[config.mk]
export PLATFORM = sky130hd
export DESIGN_NAME = ws2812_frame_ctrl
export DESIGN_NICKNAME = d
export VERILOG_FILES = /design/src/rtl/ws2812_pkg.sv /design/src/rtl/ws2812_bit_tx.sv /design/src/rtl/ws2812_frame_ctrl.sv
export SDC_FILE = /design/constraint.sdc
export NUM_CORES = 1
export LEC_CHECK = 0
export ABC_CLOCK_PERIOD_IN_PS = 2300
export CORE_ASPECT_RATIO = 1.2
export CORE_MARGIN = 1.5
export CORE_UTILIZATION = 48
export CTS_CLUSTER_DIAMETER = 60
export DETAILED_ROUTE_END_ITERATION = 8
export GPL_TIMING_DRIVEN = 1
export PLACE_DENSITY_LB_ADDON = 0.25
export SETUP_SLACK_MARGIN = 0.2
export SYNTH_ARGS = -nofsm -noshare
export SYNTH_HDL_FRONTEND = slang
export SYNTH_SLANG_ARGS = --single-unit
[constraint.sdc]
create_clock -name clk -period 2.3 [get_ports clk]
set_input_delay 0.575 -clock clk [delete_from_list [all_inputs] [get_ports clk]]
set_output_delay 0.575 -clock clk [all_outputs]
set_load 0.05 [all_outputs]
[src/rtl/ws2812_pkg.sv]
// ws2812_pkg: shared definitions for the WS2812 frame sequencer.
// Holds the frame FSM state encoding, the pixel word width and the
// default bit-slot / latch-gap timings used as parameter defaults.
package ws2812_pkg;

  localparam int BITS_PER_PIXEL = 24;

  // Default timings in clock cycles.
  localparam int DEF_T0H    = 4;
  localparam int DEF_T1H    = 8;
  localparam int DEF_TBIT   = 12;
  localparam int DEF_TLATCH = 600;

  // Fixed encodings keep the state register layout stable for older tools.
  typedef enum logic [2:0] {
    ST_IDLE  = 3'd0,
    ST_FETCH = 3'd1,
    ST_SEND  = 3'd2,
    ST_LATCH = 3'd3,
    ST_DONE  = 3'd4
  } state_e;

endpackage

[src/rtl/ws2812_bit_tx.sv]
// ws2812_bit_tx: encodes one bit per TBIT-cycle slot on a registered dout.
// A 1 bit is high for T1H cycles, a 0 bit for T0H cycles, low for the rest.
// Ports:
//   clk, rst    clock, synchronous active-high reset
//   bit_valid   a bit is offered this cycle
//   bit_value   value of the offered bit
//   bit_ready   high while idle and in the last cycle of a slot
//   dout        WS2812 data line (registered)
module ws2812_bit_tx
  import ws2812_pkg::*;
#(
  parameter int T0H  = DEF_T0H,
  parameter int T1H  = DEF_T1H,
  parameter int TBIT = DEF_TBIT
) (
  input  logic clk,
  input  logic rst,
  input  logic bit_valid,
  input  logic bit_value,
  output logic bit_ready,
  output logic dout
);

  localparam int CW = (TBIT > 1) ? $clog2(TBIT) : 1;

  logic          active_q, active_d;
  logic [CW-1:0] cnt_q, cnt_d;
  logic          val_q, val_d;
  logic          dout_q, dout_d;
  logic          slot_last;
  logic [CW-1:0] cnt_inc;
  logic [CW-1:0] high_len;

  always_comb begin
    slot_last = active_q && (cnt_q == CW'(TBIT - 1));
    bit_ready = !active_q || slot_last;
    cnt_inc   = cnt_q + CW'(1);
    high_len  = val_q ? CW'(T1H) : CW'(T0H);

    // NOTE: every signal assigned here gets a default first, so no path
    // leaves it unassigned and no latch is inferred.
    active_d = active_q;
    cnt_d    = cnt_q;
    val_d    = val_q;
    dout_d   = dout_q;

    if (bit_valid && bit_ready) begin
      // New slot always starts high because T0H > 0.
      active_d = 1'b1;
      cnt_d    = '0;
      val_d    = bit_value;
      dout_d   = 1'b1;
    end else if (slot_last) begin
      active_d = 1'b0;
      cnt_d    = '0;
      dout_d   = 1'b0;
    end else if (active_q) begin
      cnt_d  = cnt_inc;
      dout_d = (cnt_inc < high_len);
    end
  end

  always_ff @(posedge clk) begin
    // NOTE: state registers use non-blocking assignments so every flop
    // samples the pre-edge value of its inputs.
    if (rst) begin
      active_q <= 1'b0;
      cnt_q    <= '0;
      val_q    <= 1'b0;
      dout_q   <= 1'b0;
    end else begin
      active_q <= active_d;
      cnt_q    <= cnt_d;
      val_q    <= val_d;
      dout_q   <= dout_d;
    end
  end

  assign dout = dout_q;

endmodule

[src/rtl/ws2812_frame_ctrl.sv]
// ws2812_frame_ctrl: sends one frame of NUM_LEDS GRB pixels to a WS2812 chain.
// Fetches pixels over a pix_rd/pix_valid handshake (prefetching the next
// pixel while the current one shifts out), serializes them MSB first via
// ws2812_bit_tx, then holds the line low for the latch gap.
// Ports:
//   clk, rst     clock, synchronous active-high reset
//   start        one-cycle frame request, ignored while busy
//   pix_rd       one-cycle pixel request, pix_addr = requested index
//   pix_valid    pixel strobe, pix_data = {G, R, B}
//   dout         WS2812 data line
//   busy         frame in progress
//   frame_done   one-cycle pulse after the latch gap
//   underrun     one-cycle pulse when the next pixel was not there in time
module ws2812_frame_ctrl
  import ws2812_pkg::*;
#(
  parameter int NUM_LEDS = 8,
  parameter int T0H      = DEF_T0H,
  parameter int T1H      = DEF_T1H,
  parameter int TBIT     = DEF_TBIT,
  parameter int TLATCH   = DEF_TLATCH
) (
  input  logic        clk,
  input  logic        rst,
  input  logic        start,
  output logic        pix_rd,
  output logic [7:0]  pix_addr,
  input  logic        pix_valid,
  input  logic [23:0] pix_data,
  output logic        dout,
  output logic        busy,
  output logic        frame_done,
  output logic        underrun
);

  localparam int         LW       = (TLATCH > 1) ? $clog2(TLATCH) : 1;
  localparam logic [7:0] LAST_IDX = 8'(NUM_LEDS - 1);

  state_e                     state_q, state_d;
  logic [BITS_PER_PIXEL-1:0]  shift_q, shift_d;
  logic [BITS_PER_PIXEL-1:0]  hold_q, hold_d;
  logic                       hold_vld_q, hold_vld_d;
  logic [4:0]                 bit_idx_q, bit_idx_d;
  logic [7:0]                 pix_idx_q, pix_idx_d;
  logic [7:0]                 pix_addr_q, pix_addr_d;
  logic                       pix_rd_q, pix_rd_d;
  logic                       pend_q, pend_d;
  logic [LW-1:0]              latch_cnt_q, latch_cnt_d;

  logic bit_valid, bit_value, bit_ready;
  logic req_open, accept, last_pix, pixel_end, underrun_c;

  ws2812_bit_tx #(
    .T0H  (T0H),
    .T1H  (T1H),
    .TBIT (TBIT)
  ) u_bit_tx (
    .clk       (clk),
    .rst       (rst),
    .bit_valid (bit_valid),
    .bit_value (bit_value),
    .bit_ready (bit_ready),
    .dout      (dout)
  );

  always_comb begin
    // A request is open from its pix_rd cycle until the first pix_valid.
    req_open   = pix_rd_q || pend_q;
    accept     = req_open && pix_valid;
    last_pix   = (pix_idx_q == LAST_IDX);
    // Last cycle of bit 0 of the current pixel.
    pixel_end  = (state_q == ST_SEND) && bit_ready && (bit_idx_q == 5'd0);
    // Data arriving in that very cycle is too late: the hold register
    // must already be full.
    underrun_c = pixel_end && !last_pix && !hold_vld_q;

    state_d     = state_q;
    shift_d     = shift_q;
    hold_d      = hold_q;
    hold_vld_d  = hold_vld_q;
    bit_idx_d   = bit_idx_q;
    pix_idx_d   = pix_idx_q;
    pix_addr_d  = pix_addr_q;
    pix_rd_d    = 1'b0;
    pend_d      = req_open && !pix_valid;
    latch_cnt_d = latch_cnt_q;
    bit_valid   = 1'b0;
    bit_value   = 1'b0;

    case (state_q)
      ST_IDLE: begin
        if (start) begin
          state_d    = ST_FETCH;
          pix_rd_d   = 1'b1;
          pix_addr_d = 8'd0;
          pix_idx_d  = 8'd0;
          hold_vld_d = 1'b0;
        end
      end

      ST_FETCH: begin
        if (accept) begin
          // Bit 23 starts on the next edge; prefetch pixel 1 at the same time.
          bit_valid = 1'b1;
          bit_value = pix_data[BITS_PER_PIXEL-1];
          shift_d   = pix_data;
          bit_idx_d = 5'd23;
          state_d   = ST_SEND;
          if (!last_pix) begin
            pix_rd_d   = 1'b1;
            pix_addr_d = 8'd1;
          end
        end
      end

      ST_SEND: begin
        if (accept && !underrun_c) begin
          hold_d     = pix_data;
          hold_vld_d = 1'b1;
        end
        if (bit_ready) begin
          if (bit_idx_q != 5'd0) begin
            bit_valid = 1'b1;
            bit_value = shift_q[bit_idx_q - 5'd1];
            bit_idx_d = bit_idx_q - 5'd1;
          end else if (last_pix) begin
            state_d     = ST_LATCH;
            latch_cnt_d = '0;
          end else if (hold_vld_q) begin
            bit_valid  = 1'b1;
            bit_value  = hold_q[BITS_PER_PIXEL-1];
            shift_d    = hold_q;
            hold_vld_d = 1'b0;
            bit_idx_d  = 5'd23;
            pix_idx_d  = pix_idx_q + 8'd1;
            if ((pix_idx_q + 8'd1) != LAST_IDX) begin
              pix_rd_d   = 1'b1;
              pix_addr_d = pix_idx_q + 8'd2;
            end
          end else begin
            // Underrun: abandon the frame and forget the late request.
            state_d     = ST_LATCH;
            latch_cnt_d = '0;
            pend_d      = 1'b0;
          end
        end
      end

      ST_LATCH: begin
        pend_d = 1'b0;
        if (latch_cnt_q == LW'(TLATCH - 1)) begin
          state_d = ST_DONE;
        end else begin
          latch_cnt_d = latch_cnt_q + LW'(1);
        end
      end

      ST_DONE: begin
        state_d = ST_IDLE;
      end

      default: begin
        state_d = ST_IDLE;
      end
    endcase
  end

  always_ff @(posedge clk) begin
    if (rst) begin
      state_q     <= ST_IDLE;
      shift_q     <= '0;
      hold_q      <= '0;
      hold_vld_q  <= 1'b0;
      bit_idx_q   <= '0;
      pix_idx_q   <= '0;
      pix_addr_q  <= '0;
      pix_rd_q    <= 1'b0;
      pend_q      <= 1'b0;
      latch_cnt_q <= '0;
    end else begin
      state_q     <= state_d;
      shift_q     <= shift_d;
      hold_q      <= hold_d;
      hold_vld_q  <= hold_vld_d;
      bit_idx_q   <= bit_idx_d;
      pix_idx_q   <= pix_idx_d;
      pix_addr_q  <= pix_addr_d;
      pix_rd_q    <= pix_rd_d;
      pend_q      <= pend_d;
      latch_cnt_q <= latch_cnt_d;
    end
  end

  assign pix_rd     = pix_rd_q;
  assign pix_addr   = pix_addr_q;
  assign busy       = (state_q != ST_IDLE);
  assign frame_done = (state_q == ST_DONE);
  assign underrun   = underrun_c;

endmodule

==> impl_results.md, run 1 <==
* Power, Total at 5.74 mW
* Worst slew margin at 64.7%
* Simple-Gate Fraction of Synth Area at 23.4%
* Min Tclk post-route at 2.47 ns
* Vias in the first global route at 3825
* Post-synthesis xor/xnor area fraction at 3.87%
* Layout net count at 628
* Req. time, crit path at 1.73 ns
* Outcome: complete, but fails checks
* H-tree Lvls at 3
* # diodes at 0
* #FFs+latches synth at 92
* Hold Buf Count CTS at 0
* Initial antenna violation count at 0
* I/O pin count at 41
* Post-synthesis async set-or-reset flop share at 0%
* Detailed Place HPWL at 7090 um
* Crit path DAT at 1.89 ns
* Cells after Synth at 525
* Compound-Gate Fraction of Synth Area at 16.4%
* Share of cells above drive strength 1 at 24.0%
* Die area at 10000 um2
* Area after DPL at 5280 um2
* Max cap viols at 0
* Largest family of logic cells by synthesized area: simple AND/OR/NAND/NOR gates
* Initial DRC Count at 137
* Via density at 5.63
* Fin crit share at 107%
* Die height at 109 um
* Worst-Margin Slew at 0.530 ns
* YS warnings at 0
* Core Area at 9080 um2
* Failing checks: setup timing
* Average size of a mapped cell at 8.62 um2
* Crit-path leading delay family: simple AND/OR/NAND/NOR gates
* Largest net degree at the start of global routing at 40
* Root Buffer: clkbuf_8
* # DRC at 0
* Min-delay worst type: flip-flop to flip-flop
* Syn Nets at 561
* Layout Cells excl Fill at 717
* Final setup fails at 1
* GRT Util Overall at 21.4%
* Starting Density at 49.8%
* RSZ-0062 raised after global routing: yes
* Adder-Cell Fraction of Synth Area at 2.21%
* WL/cell at 15.0 um
* Via count at 4040
* Final Hold Viols at 0
* Row cnt at 38
* Slew Limit Fails at 0
* Sequential area share after synthesis at 40.7%
* Critical path peak fanout at 2
* Post-synthesis mux area share at 9.40%
* Clock tree buffer depth at 2
* Pwr dens at 972 nW/um2
* Drt first pass iters at 5
* Synth-to-layout area growth at 30.6%
* VDD IR-drop max at 0.533 mV
* Die Wd at 91.6 um
* Reg clk slew, reported paths at 0.09 ns
* Area taken by multi-input logic gates at 2770 um2
* Type of the worst setup path: flip-flop to output pin
* CP startpoint kind: flip-flop
* Crit path max-delay cell type: or4b_4
* IO Port Bufs at 40
* FMAX at 0.405 GHz
* First-pass GRT wire length at 17300 um
* Crit-path max cell delay at 0.48 ns
* Setup Skew at 0.00601 ns
* Syn Std Cell Area at 4530 um2
* GP Congestion at 0.885
* Final Instance Area at 5910 um2
* Placed cells at 688
* Ys flop type: dfxtp_1
* GRT overflow at 0
* Critical path buffer and inverter count at 2
* DRT Wirelength at 10800 um
* FF+latch area at 1860 um2
* Leakage at 2.28 nW
* Number of flops mapped to enable cells by yosys at 0
* CTS tree: built
* Crit end category: output pin
* Antenna Nets Post-Route at 0
* Crit-path cells: inv_2 -> ha_4 -> or4b_4 -> nor3_4 -> and2_4 -> buf_12
* CTS Sinks at 92
* CTS buffer count at 9
* FILL cells at 742
* Final WS setup at -0.168 ns
* Clk_lat worst skew at 0.37 ns
* Synth cell types at 56
[synth_stat cells (2+ instances only)]
library cell   n  area share [%]
nand4b_1       2            0.39
a311oi_1      27             5.2
o31ai_1        2            0.33
mux4_2         6             3.0
nand3b_1       6             1.0
nand4_1        7            0.97
nand2b_1       4            0.55
o21ai_0       26             2.9
inv_1          6            0.50
nor4_1         2            0.28
clkbuf_1      25             2.1
xor2_1        11             2.1
a21oi_1       29             3.2
a31oi_1        6            0.83
nand3_1        9             1.0
and3_1         4            0.55
and2_1         3            0.41
ha_1           8             2.2
nand2_1       63             5.2
nor2b_1        2            0.28
or4_1          3            0.50
nor3b_1        6             1.0
or3_1          4            0.55
buf_2          8            0.88
buf_4          2            0.33
xnor2_1        9             1.7
nor3_1        10             1.1
and4_1         2            0.39
mux2i_1       29             6.4
a211oi_1       3            0.50
dfxtp_1       92              41
nor2_1        85             7.1
[worst min-delay path, delay by kind of cell (launching register included)]
kind / cells / cell delay (ns)
AOI/OAI and AO/OA: 2 / 0.10
DFF: 1 / 0.32
[stage by stage]
step | TNS, ns | worst slack (ns) | hold slack (ns) | util, %
finish | -0.168 | -0.168 | 0.463 | 65.1
floorplan | 0 | 0.0198 | 0.454 | -
global placement | -1.30 | -0.313 | 0.459 | 58.1
detailed placement | -1.91 | -0.342 | 0.469 | 58.1
global route | -0.218 | -0.218 | 0.471 | 65.1
CTS | -0.174 | -0.174 | 0.476 | 61.4
[placed cells by master (no fill, tap or decap), drive strengths merged, types with 11 or more instances in the layout]
master          n
dfxtp          92
nor2           86
nand2          63
buf            54
a21oi          30
mux2i          29
a311oi         27
clkdlybuf4s50  26
o21ai          26
clkbuf         18
xor2           11
nor3           11
[path summary, 6_finish.rpt]
check	from	endpoint	slack (ns)	cells past startpoint
setup / recovery	bit_idx_q[1]	underrun	-0.17	6
hold / removal	pix_addr[4]	pix_addr[4]	0.46	2
setup reg to reg	u_bit_tx.cnt_q[1]	pix_addr[6]	0.11	8
hold reg to reg	pix_addr[4]	pix_addr[4]	0.46	2
[registers in the layout (all words and copies together) (netlist names), 3 cells and up]
register and cells:
shift_q 24, latch_cnt_q 10, u_bit_tx.cnt_q 4, bit_idx_q 5
pix_addr 8, hold_q 24, pix_idx_q 8, state_q 3
[power breakdown]
group,internal [mW],switching (mW),leakage [nW]
logic,1.21,1.34,1.42
registers,1.88,0.201,0.752
clock network,0.544,0.562,0.103
total,3.64,2.11,2.28
[final cells by class]
cell class | instances | area share [%]
repair buffers | 92 | 15.3
clock buffers | 16 | 3.39
well taps | 120 | 2.54
flip-flops and latches | 92 | 31.4
multi-input cells | 391 | 46.9
inverters | 6 | 0.381
[logic make-up (layout without fill, tap and decap cells)]
family	count (synthesis)	after routing
xor+xnor	20	20
flops	92	92
fa+ha+maj	8	8
mux	35	35
simple gates	221	221
compound gates	107	107
buf+inv	42	114
[repair_timing]
item | 4_1_cts | 5_1_grt
endpoints found under the setup margin | 51 | 76
resized for setup | 20 | 65
buffers inserted | 7 | 4
hold endpoints to repair | 0 | 0
cloned | 0 | 2
pin swaps | 8 | 12
[layer usage]
metal | vias up | track usage (%) | wire length (um)
met5 | - | 0 | 0
met4 | 0 | 9.71 | 227
met3 | 16 | 2.42 | 288
met2 | 69 | 39.0 | 5480
met1 | 1947 | 25.4 | 4800
li1 | 2008 | - | -
No activity file was read; power rests on OpenSTA's default activity.
==> inputs of run 2 (changes only) <==
- REMOVE_ABC_BUFFERS: default -> 1
- SLEW_MARGIN: default -> 20
==> impl_results.md, run 2 (synthesis results as in run 1) <==
* Min Tclk post-route at 2.47 ns (+0.00649 ns)
* # DRC at 0 (unchanged)
* Final setup fails at 36 (+35)
* DRT Wirelength at 13100 um (+22%)
* WL/cell at 17.6 um (+17%)
* FMAX at 0.404 GHz (-0.26%)
* Final core occ at 71.7% (+6.6 points)
* Clock tree buffer depth at 2 (unchanged)
* Largest net degree at the start of global routing at 56 (+40%)
* Drt first pass iters at 5 (unchanged)
* Type of the worst setup path: flip-flop to output pin
* Slew Limit Fails at 0 (unchanged)
* Root Buffer: clkbuf_8
* GRT Util Overall at 25.4% (+4.0 points)
* Synth-to-layout area growth at 43.9%
* Commonest non-fill, non-tap cell in the layout: dfxtp_1
* FILL cells at 658 (-11%)
* Max cap viols at 0 (unchanged)
* IO Port Bufs at 40 (unchanged)
* GRT overflow at 0 (unchanged)
* GP Congestion at 0.856 (-3.3%)
* Final Hold Viols at 0 (unchanged)
* H-tree Lvls at 3 (unchanged)
* Pwr dens at 1050 nW/um2 (+7.9%)
* Final WS setup at -0.174 ns (-0.00649 ns)
* Layout Cells excl Fill at 748 (+4.3%)
* CTS buffer count at 9 (unchanged)
* Setup Skew at 0.0158 ns (+0.00977 ns)
* RSZ-0062 raised after global routing: yes
* Die height at 109 um (unchanged)
* Clk_lat worst skew at 0.37 ns (about the same)
* Initial DRC Count at 207 (+51%)
* Failing checks: setup timing
* CTS Sinks at 92 (unchanged)
* Share of cells above drive strength 1 at 31.2% (+7.3 points)
* Hold slack final at 0.459 ns (-0.00457 ns)
* Worst slew margin at 61.6% (-3.1 points)
* Min-delay worst type: flip-flop to flip-flop
* Critical path peak fanout at 2 (unchanged)
* Vias in the first global route at 4121 (+7.7%)
* Hold Buf Count CTS at 0 (unchanged)
* VDD IR-drop max at 0.616 mV (+16%)
* CTS tree: built
* Via density at 5.78 (+2.7%)
* Antenna Nets Post-Route at 0 (unchanged)
* Leakage at 2.49 nW (+9.3%)
* Placed cells at 696 (+1.2%)
* Req. time, crit path at 1.73 ns (about the same)
* Starting Density at 49.8% (unchanged)
* Via count at 4327 (+7.1%)
* Crit path DAT at 1.90 ns (about the same)
* Outcome: complete, but fails checks
* Die area at 10000 um2 (unchanged)
* First-pass GRT wire length at 19800 um (+14%)
* Top flop regs: hold_q: 24 flops, shift_q: 24 flops, latch_cnt_q: 10 flops
* Detailed Place HPWL at 7150 um (+0.94%)
* CP startpoint kind: flip-flop
* Reg clk slew, reported paths at 0.10 ns (about the same)
* Die Wd at 91.6 um (unchanged)
* I/O pin count at 41 (unchanged)
* Core Area at 9080 um2 (unchanged)
* Fin crit share at 108% (+0.28 points)
* Layout net count at 660 (+5.1%)
* Crit end category: output pin
* # diodes at 0 (unchanged)
* Row cnt at 38 (unchanged)
* Most frequent cells in the layout: dfxtp_1, nor2_1, nand2_1, buf_4, mux2i_1
* Worst-Margin Slew at 0.575 ns (+0.0449 ns)
* Initial antenna violation count at 0 (unchanged)
-- run 2: cell count changes in the layout (fill, tap and decap cells not counted), moves of 4 or more --
cell     previous run  this run
buf_6               6        21
a21oi_2             6        10
nor2_1             83        72
o21ai_0            20        16
buf_16              0         8
buf_4              42        49
dfxtp_1            81        85
a21oi_1            23        18
nor2_2              3         8
buf_12              3         7
nor2_4              0         6
-- run 2: final timing paths --
kind | startpoint | endpoint | slack, ns | cells after the start
setup / recovery | bit_idx_q[0] | underrun | -0.17 | 6
hold / removal | pix_addr[5] | pix_addr[5] | 0.46 | 2
setup reg to reg | bit_idx_q[0] | pix_addr[1] | -0.12 | 11
hold reg to reg | pix_addr[5] | pix_addr[5] | 0.46 | 2
-- run 2: power breakdown --
| group | total (mW) | internal (mW) | switching, mW |
|---|---|---|---|
| combinational | 3.50 | 1.80 | 1.70 |
| sequential | 2.08 | 1.88 | 0.202 |
| clock | 1.24 | 0.664 | 0.579 |
-- run 2: layout make-up --
| type | instances | area, um2 | area share (%) |
|---|---|---|---|
| multi-input combinational | 391 | 2890 | 44.4 |
| sequential | 92 | 1850 | 28.4 |
| timing repair buffer | 124 | 1380 | 21.1 |
| clock buffer | 11 | 151 | 2.33 |
| tap | 120 | 150 | 2.31 |
| clock inverter | 4 | 72.6 | 1.11 |
| inverter | 6 | 22.5 | 0.346 |
-- run 2: stage by stage --
stage          power [mW]  setup slack, ns  instance area (um2)  TNS, ns
6_report             6.83           -0.174                 6510    -2.20
5_1_grt              7.11           -0.248                 6510    -6.73
4_1_cts              6.28           -0.185                 6080   -0.465
3_5_place_dp         4.20           -0.336                 5310    -2.14
3_3_place_gp         4.14           -0.305                 5310    -1.25
2_1_floorplan        3.38           -0.982                 4370   -34.40
-- run 2: worst max-delay path, cell delays in order, from the launching register on --
cell and delay [ns]:
dfxtp_2 0.34, inv_2 0.08, ha_4 0.15, or4b_4 0.49
nor3_4 0.14, and2_4 0.19, buf_12 0.13
-- run 2: repair_timing --
action,4_1_cts,5_1_grt
setup endpoints to repair,58,96
gates cloned,8,1
buffers inserted,15,13
pin swaps,40,47
resized for setup,73,71
-- run 2: layer usage --
layer  share of wire [%]  global-route usage (%)  vias to the layer above
met5                   0                       0                        -
met1                  39                    27.8                     2093
met2                  53                    47.8                      119
li1                    -                       -                     2080
met4                 3.4                    13.6                        0
met3                 4.0                    3.18                       35
==> inputs of run 3 (changes only) <==
- CORE_UTILIZATION: 48 -> 52
- SYNTH_HIERARCHICAL: default -> 1
==> impl_results.md, run 3 <==
* Slew Limit Fails at 0 (unchanged)
* Reg-to-reg slack, setup at -0.16 ns (-0.04 ns)
* Top flop regs: hold_q: 24 flops, shift_q: 24 flops, latch_cnt_q: 10 flops
* Worst-Margin Slew at 0.499 ns (-0.0761 ns)
* Switch Pwr at 1.05 mW (-58%)
* CTS tree: built
* Vias in the first global route at 4119 (-0.049%)
* Average size of a mapped cell at 8.66 um2 (+0.43%)
* CTS Sinks at 92 (unchanged)
* Die area at 9660 um2 (-3.7%)
* Ys flop type: dfxtp_1
* Placed cells at 709 (+1.9%)
* CTS buffer count at 9 (unchanged)
* Top-count cell post-synth: dfxtp_1
* Initial antenna violation count at 0 (unchanged)
* Type of the worst setup path: flip-flop to flip-flop
* Top-area cell type share of the netlist area at 39.0% (-1.7 points)
* Failing checks: setup timing
* Final core occ at 77.1% (+5.4 points)
* Largest net degree at the start of global routing at 28 (-50%)
* Share of cells above drive strength 1 at 33.8% (+2.6 points)
* Internal power at 2.54 mW (-41%)
* Clk_lat worst skew at 0.38 ns (about the same)
* Setup Skew at 0.0136 ns (-0.00221 ns)
* Hold slack final at 0.461 ns (+0.00235 ns)
* Area after DPL at 5480 um2 (+3.2%)
* WL/cell at 19.3 um (+10%)
* Gate power share at 21.0% (-30 points)
* VDD IR-drop max at 0.362 mV (-41%)
* Leakage at 2.46 nW (-1.1%)
* Starting Density at 54.2% (+4.4 points)
* TNS Setup at -1.15 ns (+1.06 ns)
* GRT Util Overall at 24.1% (-1.3 points)
* Detailed Place HPWL at 7380 um (+3.2%)
* Largest family of logic cells by synthesized area: simple AND/OR/NAND/NOR gates
* Commonest cells in the synthesized netlist: dfxtp_1, nand2_1, nor2_1
* Min-delay worst type: flip-flop to flip-flop
* Final WS setup at -0.160 ns (+0.0142 ns)
* DRT Wirelength at 14700 um (+12%)
* Clock share of power at 32.6% (+14 points)
* Syn Std Cell Area at 4720 um2 (+4.3%)
* CP startpoint kind: flip-flop
* GRT overflow at 0 (unchanged)
* Row cnt at 37 (-2.6%)
* Req. time, crit path at 2.57 ns (+0.84 ns)
* Final setup fails at 19 (-47%)
* Via count at 4649 (+7.4%)
* Via density at 6.13 (+5.9%)
* Crit end category: flip-flop
* Critical path peak fanout at 6 (+4)
* Post-synthesis xor/xnor area fraction at 3.31% (-0.56 points)
* Sw frac at 29.2% (-7.2 points)
* #FFs+latches synth at 92 (unchanged)
* Pwr dens at 535 nW/um2 (-49%)
* Sequential area share after synthesis at 39.0% (-1.7 points)
* Root Buffer: clkbuf_8
* # DRC at 0 (unchanged)
* Outcome: complete, but fails checks
* Crit path DAT at 2.73 ns (+0.83 ns)
* Post-synthesis mux area share at 11.3% (+1.9 points)
* Pre-CTS setup slack at -0.110 ns (+0.226 ns)
* Number of flops mapped to enable cells by yosys at 0 (unchanged)
* Min Tclk post-route at 2.46 ns (-0.0142 ns)
* Commonest non-fill, non-tap cell in the layout: dfxtp_1
* Fin crit share at 107% (-0.62 points)
* Sequential share of power at 46.4% (+16 points)
* Layout net count at 673 (+2.0%)
* Compound-Gate Fraction of Synth Area at 15.9% (-0.49 points)
* Core Area at 8700 um2 (-4.2%)
* Initial DRC Count at 294 (+42%)
* Simple-Gate Fraction of Synth Area at 23.5% (+0.13 points)
* FILL cells at 596 (-9.4%)
* Drt first pass iters at 6 (+1)
* GP Congestion at 0.867 (+1.3%)
* Power, Total at 3.59 mW (-47%)
* Most frequent cells in the layout: dfxtp_1, nand2_1, nor2_1, buf_4, mux2i_1
* RSZ-0062 raised after global routing: yes
* Reg clk slew, reported paths at 0.10 ns (about the same)
* Clock tree buffer depth at 2 (unchanged)
* YS warnings at 6 (+6)
* Final Instance Area at 6710 um2 (+3.1%)
* Worst slew margin at 66.7% (+5.1 points)
* Synth-to-layout area growth at 42.3%
* Die Wd at 90.0 um (-1.8%)
* Final Hold Viols at 0 (unchanged)
* Antenna Nets Post-Route at 0 (unchanged)
* Top cells by area, synth: dfxtp_1, mux2i_1, nand2_1
* First-pass GRT wire length at 18900 um (-4.2%)
* Layout Cells excl Fill at 759 (+1.5%)
* I/O pin count at 41 (unchanged)
* H-tree Lvls at 3 (unchanged)
* Synth area leader: dfxtp_1
* Synth cell types at 64 (+14%)
* Die height at 107 um (-1.8%)
* IO Port Bufs at 40 (unchanged)
* # diodes at 0 (unchanged)
* Cells after Synth at 545 (+3.8%)
* Max cap viols at 0 (unchanged)
* Adder-Cell Fraction of Synth Area at 2.12% (-0.090 points)
* FMAX at 0.407 GHz (+0.58%)
* Post-synthesis async set-or-reset flop share at 0% (unchanged)
run 3: cell count changes in the layout (fill, tap and decap cells not counted), moves of 5 or more:
cell | before | now
o21ai_0 | 16 | 8
buf_16 | 8 | 0
mux2i_1 | 27 | 32
nand3_1 | 8 | 15
nor2_1 | 72 | 51
nor2_4 | 6 | 18
nand2_1 | 60 | 80
run 3: kinds of logic (layout without fill, tap and decap cells):
family	count (synthesis)	count (layout)
AOI/OAI and AO/OA	101	102
xor gates and xnor gates	17	17
adders and majority gates	8	8
buffers and inverters	48	144
DFF	92	92
muxes	44	44
and+or+nand+nor	235	235
run 3: power groups by stage:
stage	clock network (mW)	registers [mW]	logic (mW)
2_1_floorplan	0	1.72	0.250
6_report	1.17	1.66	0.755
3_5_place_dp	0	1.69	0.519
5_1_grt	1.25	1.67	0.788
4_1_cts	1.16	1.66	0.561
3_3_place_gp	0	1.69	0.510
run 3: area by class of cell:
| class | instances | area (um2) | share of cell area (%) |
|---|---|---|---|
| clock buffers | 10 | 138 | 2.05 |
| clock inverters | 6 | 68.8 | 1.03 |
| inverters | 9 | 38.8 | 0.578 |
| multi-input cells | 406 | 3210 | 47.8 |
| flip-flops and latches | 92 | 1870 | 27.8 |
| well taps | 117 | 146 | 2.18 |
| repair buffers | 119 | 1240 | 18.5 |
run 3: path summary, 6_finish.rpt:
check               startpoint        endpoint  cells past startpoint
hold / removal     pix_addr[5]     pix_addr[5]                      2
hold reg to reg    pix_addr[5]     pix_addr[5]                      2
setup / recovery  bit_idx_q[1]  u_bit_tx/val_q                     11
setup reg to reg  bit_idx_q[1]  u_bit_tx/val_q                     11
run 3: routing by layer:
metal	up-vias	share of wire, %	wire (um)	track usage (%)
li1	2148	-	-	-
met1	2247	38	5610	27.9
met2	200	52	7630	43.1
met3	54	5.4	795	5.30
met4	0	4.3	626	10.1
met5	-	0	0	0
run 3: critical path, stage by stage (launching register included):
cell,delay (ns)
dfxtp_2,0.36
inv_4,0.04
buf_6,0.11
ha_4,0.15
xor2_2,0.13
buf_6,0.16
mux4_2,0.55
mux4_2,0.53
nand2_2,0.09
a31oi_2,0.08
nand2b_1,0.08
mux2i_1,0.06
run 3: what timing repair did:
action / 4_1_cts / 5_1_grt
pin swaps: 10 / 57
gates resized for setup: 41 / 129
hold buffers: 0 / 0
gates cloned: 1 / 9
endpoints found under the setup margin: 69 / 80
setup buffers: 7 / 17
